===== src/rtl/mem_stage_pkg.sv =====
// Shared RV32I types for the pipeline: stage register layout, funct3 codes
// and the memory-stage FSM states.
package mem_stage_pkg;

    localparam int XLEN = 32;

    typedef logic [XLEN-1:0] rv32i_word;

    typedef enum logic [2:0] {
        lb  = 3'b000,
        lh  = 3'b001,
        lw  = 3'b010,
        lbu = 3'b100,
        lhu = 3'b101
    } load_funct3_t;

    typedef enum logic [2:0] {
        sb = 3'b000,
        sh = 3'b001,
        sw = 3'b010
    } store_funct3_t;

    typedef enum logic [1:0] {
        IDLE = 2'd0,
        BUSY = 2'd1,
        DONE = 2'd2
    } mem_state_t;

    typedef enum logic [1:0] {
        SZ_NONE,
        SZ_BYTE,
        SZ_HALF,
        SZ_WORD
    } access_size_t;

    typedef struct packed {
        logic mem_read;
        logic mem_write;
        logic reg_write;
    } ctrl_t;

    // mdr is filled in by the memory stage; earlier stages pass it through.
    typedef struct packed {
        rv32i_word  pc;
        rv32i_word  alu;
        rv32i_word  rs2;
        rv32i_word  mdr;
        logic [4:0] rd;
        logic [2:0] funct3;
        ctrl_t      ctrl;
        logic       valid;
    } stage_regs;

    localparam int STAGE_REGS_W = $bits(stage_regs);

    // Access width implied by a load funct3; stores use the same codes for
    // their three defined encodings. Undefined codes have no width, so they
    // can never be flagged misaligned.
    function automatic access_size_t access_size(input logic [2:0] funct3);
        access_size_t size;
        case (load_funct3_t'(funct3))
            lb, lbu: size = SZ_BYTE;
            lh, lhu: size = SZ_HALF;
            lw:      size = SZ_WORD;
            default: size = SZ_NONE;
        endcase
        return size;
    endfunction

endpackage


===== src/rtl/mem_align.sv =====
// Byte-lane steering for the data memory: store lane replication and byte
// enables, load shift plus sign/zero extension, and alignment check.
module mem_align
    import mem_stage_pkg::*;
(
    input  logic [2:0]  funct3,
    input  logic [1:0]  offset,
    input  logic [31:0] rs2,
    input  logic [31:0] rdata,
    output logic [3:0]  byte_enable,
    output logic [31:0] wdata,
    output logic [31:0] load_data,
    output logic        misaligned
);

    access_size_t size;
    logic [31:0]  shifted;

    // Halfwords must sit on an even byte, words on a word boundary.
    always_comb begin
        size       = access_size(funct3);
        misaligned = ((size == SZ_HALF) && offset[0]) ||
                     ((size == SZ_WORD) && (offset != 2'b00));
    end

    // Replicate store data across lanes so the enabled lanes carry it.
    always_comb begin
        byte_enable = 4'b0000;
        wdata       = rs2;
        case (store_funct3_t'(funct3))
            sb: begin
                byte_enable = 4'b0001 << offset;
                wdata       = {4{rs2[7:0]}};
            end
            sh: begin
                byte_enable = 4'b0011 << offset;
                wdata       = {2{rs2[15:0]}};
            end
            sw: byte_enable = 4'b1111;
            default: byte_enable = 4'b0000;
        endcase
    end

    // Move the addressed byte/halfword to bit 0, then extend.
    always_comb begin
        shifted   = rdata >> {offset, 3'b000};
        load_data = '0;
        case (load_funct3_t'(funct3))
            lb:      load_data = {{24{shifted[7]}}, shifted[7:0]};
            lbu:     load_data = {24'h000000, shifted[7:0]};
            lh:      load_data = {{16{shifted[15]}}, shifted[15:0]};
            lhu:     load_data = {16'h0000, shifted[15:0]};
            lw:      load_data = rdata;
            default: load_data = '0;
        endcase
    end

endmodule


===== src/rtl/mem_stage.sv =====
// Pipeline stage 4: issues data-memory loads/stores over a request/response
// handshake, stalls upstream while an access is outstanding, and registers
// the result (with aligned load data in mdr) for writeback.
//
// Handshake: dmem_read/dmem_write are registered requests that stay high,
// with address/byte_enable/wdata stable, until the cycle in which dmem_resp
// is sampled high; dmem_resp is a one-cycle pulse and dmem_rdata is only
// meaningful in that cycle. Responses outside BUSY are ignored.
module mem_stage
    import mem_stage_pkg::*;
#(
    parameter int width = 32  // only 32 is supported
) (
    input  logic                    clk,
    input  logic                    rst_n,
    input  logic [STAGE_REGS_W-1:0] regs_in,
    output logic [STAGE_REGS_W-1:0] regs_out,
    output logic                    stall,
    output logic                    misaligned,
    output logic [width-1:0]        dmem_address,
    output logic                    dmem_read,
    output logic                    dmem_write,
    output logic [3:0]              dmem_byte_enable,
    output logic [width-1:0]        dmem_wdata,
    input  logic [width-1:0]        dmem_rdata,
    input  logic                    dmem_resp,
    output logic [1:0]              state_dbg
);

    stage_regs  in_r;
    stage_regs  out_q;
    stage_regs  out_d;
    logic       mis_d;

    mem_state_t state_q;
    mem_state_t state_d;

    logic       mem_op;
    logic       access_ok;

    // Fields of the in-flight access, held so formatting does not depend
    // on regs_in once the request has gone out.
    logic [2:0] funct3_q;
    logic [1:0] off_q;
    logic       load_q;
    rv32i_word  mdr_q;

    logic [2:0]  align_funct3;
    logic [1:0]  align_off;
    logic [3:0]  be_w;
    logic [31:0] wdata_w;
    logic [31:0] load_w;
    logic        mis_w;

    assign in_r      = stage_regs'(regs_in);
    assign regs_out  = out_q;
    assign state_dbg = state_q;

    assign mem_op    = in_r.valid & (in_r.ctrl.mem_read | in_r.ctrl.mem_write);
    assign access_ok = mem_op & ~mis_w;

    // Idle: format the incoming instruction; otherwise: the latched access.
    assign align_funct3 = (state_q == IDLE) ? in_r.funct3    : funct3_q;
    assign align_off    = (state_q == IDLE) ? in_r.alu[1:0]  : off_q;

    mem_align u_align (
        .funct3      (align_funct3),
        .offset      (align_off),
        .rs2         (in_r.rs2),
        .rdata       (dmem_rdata),
        .byte_enable (be_w),
        .wdata       (wdata_w),
        .load_data   (load_w),
        .misaligned  (mis_w)
    );

    // FSM state register.
    always_ff @(posedge clk or negedge rst_n) begin
        if (!rst_n) begin
            state_q <= IDLE;
        end else begin
            state_q <= state_d;
        end
    end

    // FSM next state: aligned access goes out, waits for the response,
    // then spends one cycle releasing the instruction to writeback.
    always_comb begin
        state_d = state_q;
        case (state_q)
            IDLE:    if (access_ok) state_d = BUSY;
            BUSY:    if (dmem_resp) state_d = DONE;
            DONE:    state_d = IDLE;
            default: state_d = IDLE;
        endcase
    end

    // FSM outputs: hold upstream from the cycle an access is accepted until
    // the response has been captured.
    always_comb begin
        stall = 1'b0;
        case (state_q)
            IDLE:    stall = access_ok;
            BUSY:    stall = 1'b1;
            default: stall = 1'b0;
        endcase
    end

    // Request registers: launch on acceptance, drop the cycle after dmem_resp.
    always_ff @(posedge clk or negedge rst_n) begin
        if (!rst_n) begin
            dmem_read        <= 1'b0;
            dmem_write       <= 1'b0;
            dmem_address     <= '0;
            dmem_byte_enable <= 4'b0000;
            dmem_wdata       <= '0;
            funct3_q         <= 3'b000;
            off_q            <= 2'b00;
            load_q           <= 1'b0;
        end else begin
            case (state_q)
                IDLE: begin
                    if (access_ok) begin
                        // A request carrying both flags is treated as a read.
                        dmem_read        <= in_r.ctrl.mem_read;
                        dmem_write       <= ~in_r.ctrl.mem_read;
                        dmem_address     <= {in_r.alu[31:2], 2'b00};
                        dmem_byte_enable <= in_r.ctrl.mem_read ? 4'b0000 : be_w;
                        dmem_wdata       <= in_r.ctrl.mem_read ? 32'h0 : wdata_w;
                        funct3_q         <= in_r.funct3;
                        off_q            <= in_r.alu[1:0];
                        load_q           <= in_r.ctrl.mem_read;
                    end
                end
                BUSY: begin
                    if (dmem_resp) begin
                        dmem_read  <= 1'b0;
                        dmem_write <= 1'b0;
                    end
                end
                default: begin
                end
            endcase
        end
    end

    // Capture formatted load data on the response; stores leave mdr zero.
    always_ff @(posedge clk or negedge rst_n) begin
        if (!rst_n) begin
            mdr_q <= '0;
        end else if ((state_q == BUSY) && dmem_resp) begin
            mdr_q <= load_q ? load_w : 32'h0;
        end
    end

    // Next stage-register contents: a bubble while stalled so writeback
    // sees every instruction exactly once.
    always_comb begin
        out_d = '0;
        mis_d = 1'b0;
        if (!stall) begin
            out_d = in_r;
            if (state_q == DONE) begin
                out_d.mdr = mdr_q;
            end else begin
                out_d.mdr = '0;
                mis_d     = mem_op & mis_w;
            end
        end
    end

    // Stage register to writeback, loaded every cycle.
    always_ff @(posedge clk or negedge rst_n) begin
        if (!rst_n) begin
            out_q      <= '0;
            misaligned <= 1'b0;
        end else begin
            out_q      <= out_d;
            misaligned <= mis_d;
        end
    end

endmodule


===== config.mk =====
export PLATFORM = sky130hd
export DESIGN_NAME = mem_stage
export DESIGN_NICKNAME = d
export VERILOG_FILES = /design/src/rtl/mem_stage_pkg.sv /design/src/rtl/mem_align.sv /design/src/rtl/mem_stage.sv
export SDC_FILE = /design/constraint.sdc
export NUM_CORES = 1
export LEC_CHECK = 0
export CAP_MARGIN = 10
export CORE_ASPECT_RATIO = 0.5
export CORE_MARGIN = 4
export CORE_UTILIZATION = 44
export CTS_CLUSTER_SIZE = 14
export DETAILED_ROUTE_END_ITERATION = 7
export PLACE_DENSITY = 0.8
export SYNTH_ARGS = -nofsm -noshare
export SYNTH_HDL_FRONTEND = slang
export SYNTH_SLANG_ARGS = --single-unit

===== constraint.sdc =====
create_clock -name clk -period 3.15 [get_ports clk]
set_input_delay 0.315 -clock clk [delete_from_list [all_inputs] [get_ports clk]]
set_output_delay 0.315 -clock clk [all_outputs]
set_load 0.01 [all_outputs]

==> reports/results.txt, run 1 <==
status -> complete, no violations
crit path kind -> reg2out
most common cell in the netlist -> dfrtp_1
Final period util -> 87.7%
Setup crit end -> stall
max cap viols -> 0
critical path's top delay family -> compound AO/OA/AOI/OAI gates
clock latency on the worst-skew pair -> 0.53 ns
share of cells above drive strength 1 -> 11.7%
sequential-to-total area share from yosys stat -> 62.7%
r2r endpoint -> mdr_q[9]
site row count -> 38
gp weighted congestion -> 0.883
clk slew on worst S/H paths -> 0.07 ns
R2R setup slack -> 0.46 ns
vias -> 7826
Die Area -> 25200 um2
ys async rst share -> 100%
Tightest Hold Check Type -> in2reg
Final min period -> 2.76 ns
Final setup viols -> 0
Distinct cells, synth -> 42
Startpoint Class -> flop
drt drc -> 0
DR iter-0 viols -> 799
WL/cell -> 20.9 um
total track usage -> 23.9%
CTS tree -> built
IO Port Bufs -> 354
Clock Skews -> 0.0189 ns
Hold Path Stages -> 2
Initial Utilization -> 45.4%
Die X -> 221 um
Post-Place Worst Slack -> 0.353 ns
Final #Nets -> 1326
power density over the cells -> 899 nW/um2
Fillers -> 1594
Pleak -> 6.65 nW
Seq cells post-synth -> 249
Die Y -> 114 um
peak supply drop -> 499 uV
synthesized instance count -> 810
Max Transition Viols Final -> 0
post-synth top area cell -> dfrtp_1
WP data arrival -> 2.45 ns
Relative slew margins -> 42.3%
DR vias/cell -> 5.33
Hold Slack -> 0.343 ns
core area -> 21900 um2
Overflow after GRT -> 0
Clock Path Buffers -> 3
area occupied by multi-input gates -> 3400 um2
overall power -> 13.2 mW
EDFF count, synth -> 0
WP data required -> 2.83 ns
Crit. End Element -> primary output
Critical path buffers and inverters -> 1
htree depth -> 1
first-pass GRT wire length -> 47200 um
Pre-antenna DRT Iters -> 5
register area -> 6230 um2
post-detail-place hpwl -> 21900 um
largest net degree at the start of global routing -> 101
RSZ-0062 raised after global routing -> false
crit-path max cell delay -> 0.49 ns
initial antenna violation count -> 0
crit path max-delay cell type -> dfrtp_2
Antenna Cells -> 0
CP Depth -> 6
root buffer cell -> clkbuf_16
Cell Chain, Critical Path -> or2_4 -> a31oi_1 -> o22ai_1 -> a211o_4 -> nand2_1 -> dlymetal6s2s_1
antenna-violating nets left -> 0
Post-synth top flop -> dfrtp_1
slack of the critical path -> 0.388 ns
Syn Std Cell Area -> 9940 um2
drt total wl -> 30600 um
Hold Vio Cnt, Final -> 0
CP Max Fanout -> 11
syn avg cell area -> 12.3 um2
FMAX -> 362 MHz
post-layout util -> 66.9%
final setup TNS -> 0 ns
area delta synth->final -> 47.5%
top cells by area, synth -> dfrtp_1 (63%), and3_1 (6.8%), mux2_2 (4.3%)
post-synth top area share -> 62.7%
Worst-Margin Slew -> 0.857 ns
Syn. warnings -> 0
Crit. Startpoint -> state_dbg[1]
Post-synth top cells -> dfrtp_1 (249), and3_1 (108), nand2_1 (58), clkbuf_1 (49), and2_1 (41)
CTS sink count -> 249
CTS Buf Count -> 24
vias in the first global route -> 8194
io pins -> 389
worst-case reg-to-reg path depth -> 8
Worst R2R Start -> state_dbg[0]
how the worst min path moves through the flow:
stage	endpoint	slack, ns	from
after detailed placement	regs_out[37]	0.42	rst_n
final	regs_out[1]	0.34	regs_in[1]
after floorplan	dmem_address[10]	0.02	rst_n
after CTS	regs_out[127]	0.33	regs_in[127]
after global routing	regs_out[134]	0.34	regs_in[134]
after global placement	regs_out[34]	0.40	rst_n
metrics by stage:
stage / instance area (um2) / instances
2_1_floorplan: 9940 / 811
5_1_grt: 14700 / 1467
3_3_place_gp: 13800 / 1422
6_report: 14700 / 1467
3_5_place_dp: 13800 / 1422
4_1_cts: 14700 / 1467
state kept, by name (all words and copies together) (netlist names), 2 cells and up:
register,flops
dmem_address,30
dmem_byte_enable,4
dmem_wdata,32
funct3_q,3
mdr_q,32
off_q,2
regs_out,140
state_dbg,2
what timing repair did:
action / 4_1_cts / 5_1_grt
setup endpoints to repair: 1 / 1
hold buffers: 1 / 0
gates resized for setup: 3 / 1
buffers inserted: 2 / 0
endpoints found under the hold margin: 95 / 0
pin swaps: 1 / 0
area by class of cell:
cell class	count	share of cell area, %
multi-input combinational	491	23.2
clock inverter	8	0.640
tap	300	2.56
inverter	2	0.0512
timing repair buffer	383	26.1
sequential	249	42.5
clock buffer	34	4.97
power breakdown:
group          leakage [nW]  switching, mW  internal (mW)
registers              3.22          0.457           4.18
logic                  3.02           2.69           2.85
clock network         0.413           1.23           1.77
total                  6.65           4.38           8.80
cells in the final DEF, fill, tap and decap left out, types with 26 or more instances in the layout:
cell,count
mux2_2,38
a22oi_1,33
nor2_1,26
and2_1,41
mux2i_1,27
clkdlybuf4s50_1,352
and3_1,108
dfrtp_1,247
nand2_1,58
a21oi_1,31
logic make-up after synthesis:
logic type | after synthesis | synth area share, %
AND/OR/NAND/NOR | 268 | 14.9
flip-flops | 249 | 62.7
AO/OA/AOI/OAI | 153 | 11.6
buffers and inverters | 71 | 3.45
multiplexers | 68 | 7.40
other | 1 | 0.0377
metal layers:
layer / up-vias / wire, um / track usage (%)
met5: - / 0 / 0
li1: 3546 / - / -
met1: 3911 / 12300 / 30.9
met4: 0 / 869 / 6.86
met3: 55 / 2170 / 5.33
met2: 314 / 15300 / 40.8
Power figures use the tool's default switching activity.
==> run 2, diff against run 1 <==
Settings changed: CORE_ASPECT_RATIO 0.5 to 2.
==> reports/results.txt, run 2 (synthesis results as in run 1) <==
status -> complete, no violations (unchanged)
drt total wl -> 31700 um (was 30600 um)
DR iter-0 viols -> 558 (was 799)
core area -> 22200 um2 (was 21900 um2)
Final setup viols -> 0 (unchanged)
max cap viols -> 0 (unchanged)
peak supply drop -> 584 uV (was 499 uV)
Crit. End Element -> primary output (unchanged)
RSZ-0062 raised after global routing -> false (unchanged)
area occupied by multi-input gates -> 3420 um2 (was 3400 um2)
final setup TNS -> 0 ns (unchanged)
Pleak -> 6.55 nW (was 6.65 nW)
power density over the cells -> 888 nW/um2 (was 899 nW/um2)
vias -> 7761 (was 7826)
Hold Vio Cnt, Final -> 0 (unchanged)
share of cells above drive strength 1 -> 10.9% (was 11.7%)
commonest non-fill, non-tap cell in the layout -> clkdlybuf4s50_1 (unchanged)
Relative slew margins -> 27.0% (was 42.3%)
CTS Buf Count -> 23 (was 24)
Final period util -> 86.3% (was 87.7%)
IO Port Bufs -> 354 (unchanged)
site row count -> 77 (was 38)
total track usage -> 24.4% (was 23.9%)
antenna-violating nets left -> 0 (unchanged)
Final min period -> 2.72 ns (was 2.76 ns)
post-detail-place hpwl -> 23100 um (was 21900 um)
htree depth -> 1 (unchanged)
Die Y -> 221 um (was 114 um)
most frequent cells in the layout -> clkdlybuf4s50_1 (351), dfrtp_1 (247), and3_1 (108) (was clkdlybuf4s50_1 (352), dfrtp_1 (247), and3_1 (108))
Die Area -> 25200 um2 (unchanged)
CP Max Fanout -> 11 (unchanged)
crit path kind -> reg2out (unchanged)
FMAX -> 368 MHz (was 362 MHz)
Hold Slack -> 0.347 ns (was 0.343 ns)
CTS sink count -> 249 (unchanged)
WL/cell -> 22.1 um (was 20.9 um)
WP data required -> 2.83 ns (about the same)
Overflow after GRT -> 0 (unchanged)
clock latency on the worst-skew pair -> 0.52 ns (was 0.53 ns)
gp weighted congestion -> 0.912 (was 0.883)
first-pass GRT wire length -> 46900 um (was 47200 um)
largest net degree at the start of global routing -> 155 (was 101)
area delta synth->final -> 45.6% (was 47.5%)
Max Transition Viols Final -> 0 (unchanged)
Tightest Hold Check Type -> in2reg (unchanged)
root buffer cell -> clkbuf_16 (unchanged)
Clock Path Buffers -> 3 (unchanged)
CTS tree -> built (unchanged)
DR vias/cell -> 5.40 (was 5.33)
WP data arrival -> 2.40 ns (was 2.45 ns)
register area -> 6230 um2 (unchanged)
drt drc -> 0 (unchanged)
Final #Nets -> 1318 (was 1326)
Initial Utilization -> 44.9% (was 45.4%)
Die X -> 114 um (was 221 um)
Startpoint Class -> flop (unchanged)
clk slew on worst S/H paths -> 0.07 ns (about the same)
initial antenna violation count -> 4 (was 0)
Fillers -> 1650 (was 1594)
Worst-Margin Slew -> 1.10 ns (was 0.857 ns)
Pre-antenna DRT Iters -> 5 (unchanged)
vias in the first global route -> 7985 (was 8194)
max FFs per register -> 140 (unchanged)
io pins -> 389 (unchanged)
Clock Skews -> 0.0262 ns (was 0.0189 ns)
[run 2: repair_timing]
action / 4_1_cts / 5_1_grt
pin swaps: 1 / 1
endpoints found under the hold margin: 101 / 0
resized for setup: 2 / 4
endpoints found under the setup margin: 1 / 1
hold buffers: 1 / 0
gates cloned: 0 / 0
buffers inserted: 2 / 0
[run 2: metal layers]
layer | wire length, um | up-vias | track usage [%]
li1 | - | 3537 | -
met1 | 10600 | 3783 | 25.5
met2 | 17100 | 356 | 45.2
met3 | 2040 | 85 | 3.80
met4 | 1980 | 0 | 14.2
met5 | 0 | - | 0
[run 2: where the power goes]
group	total, mW	internal [mW]	switching (mW)
logic	5.52	2.81	2.70
clock network	2.67	1.51	1.16
registers	4.67	4.18	0.493
[run 2: final timing paths]
kind / startpoint / to / slack, ns / cells after the start
max in group asynchronous: rst_n / regs_out[123] / 1.85 / 3
min in group asynchronous: rst_n / dmem_wdata[2] / 0.43 / 2
min: regs_in[131] / regs_out[131] / 0.35 / 2
max reg2reg: state_dbg[0] / mdr_q[14] / 0.45 / 6
max: state_dbg[1] / stall / 0.43 / 6
min reg2reg: mdr_q[5] / regs_out[17] / 0.47 / 1
[run 2: stage by stage]
step / power, mW / setup WS (ns) / instance area, um2 / util (%) / instances
floorplan: 7.34 / 0.563 / 9940 / - / 811
global placement: 10.1 / 0.211 / 13700 / 61.9 / 1391
detailed placement: 10.2 / 0.192 / 13700 / 61.9 / 1391
CTS: 13.0 / 0.00132 / 14400 / 65.2 / 1432
global route: 13.5 / 0.315 / 14500 / 65.3 / 1436
finish: 12.9 / 0.431 / 14500 / 65.3 / 1436
[run 2: cell type report]
cell class | instances | area share (%)
flip-flops and latches | 249 | 43.1
well taps | 276 | 2.39
diodes | 4 | 0.0692
clock buffers | 31 | 4.46
repair buffers | 376 | 25.9
inverters | 2 | 0.0519
multi-input cells | 491 | 23.6
clock inverters | 7 | 0.441
[run 2: worst max-delay path: stages, from the launching register on]
cell	delay, ns
dfrtp_2	0.49
or2_4	0.32
a21oi_4	0.26
o22ai_1	0.15
a211o_4	0.38
nand2_1	0.07
dlymetal6s2s_1	0.20
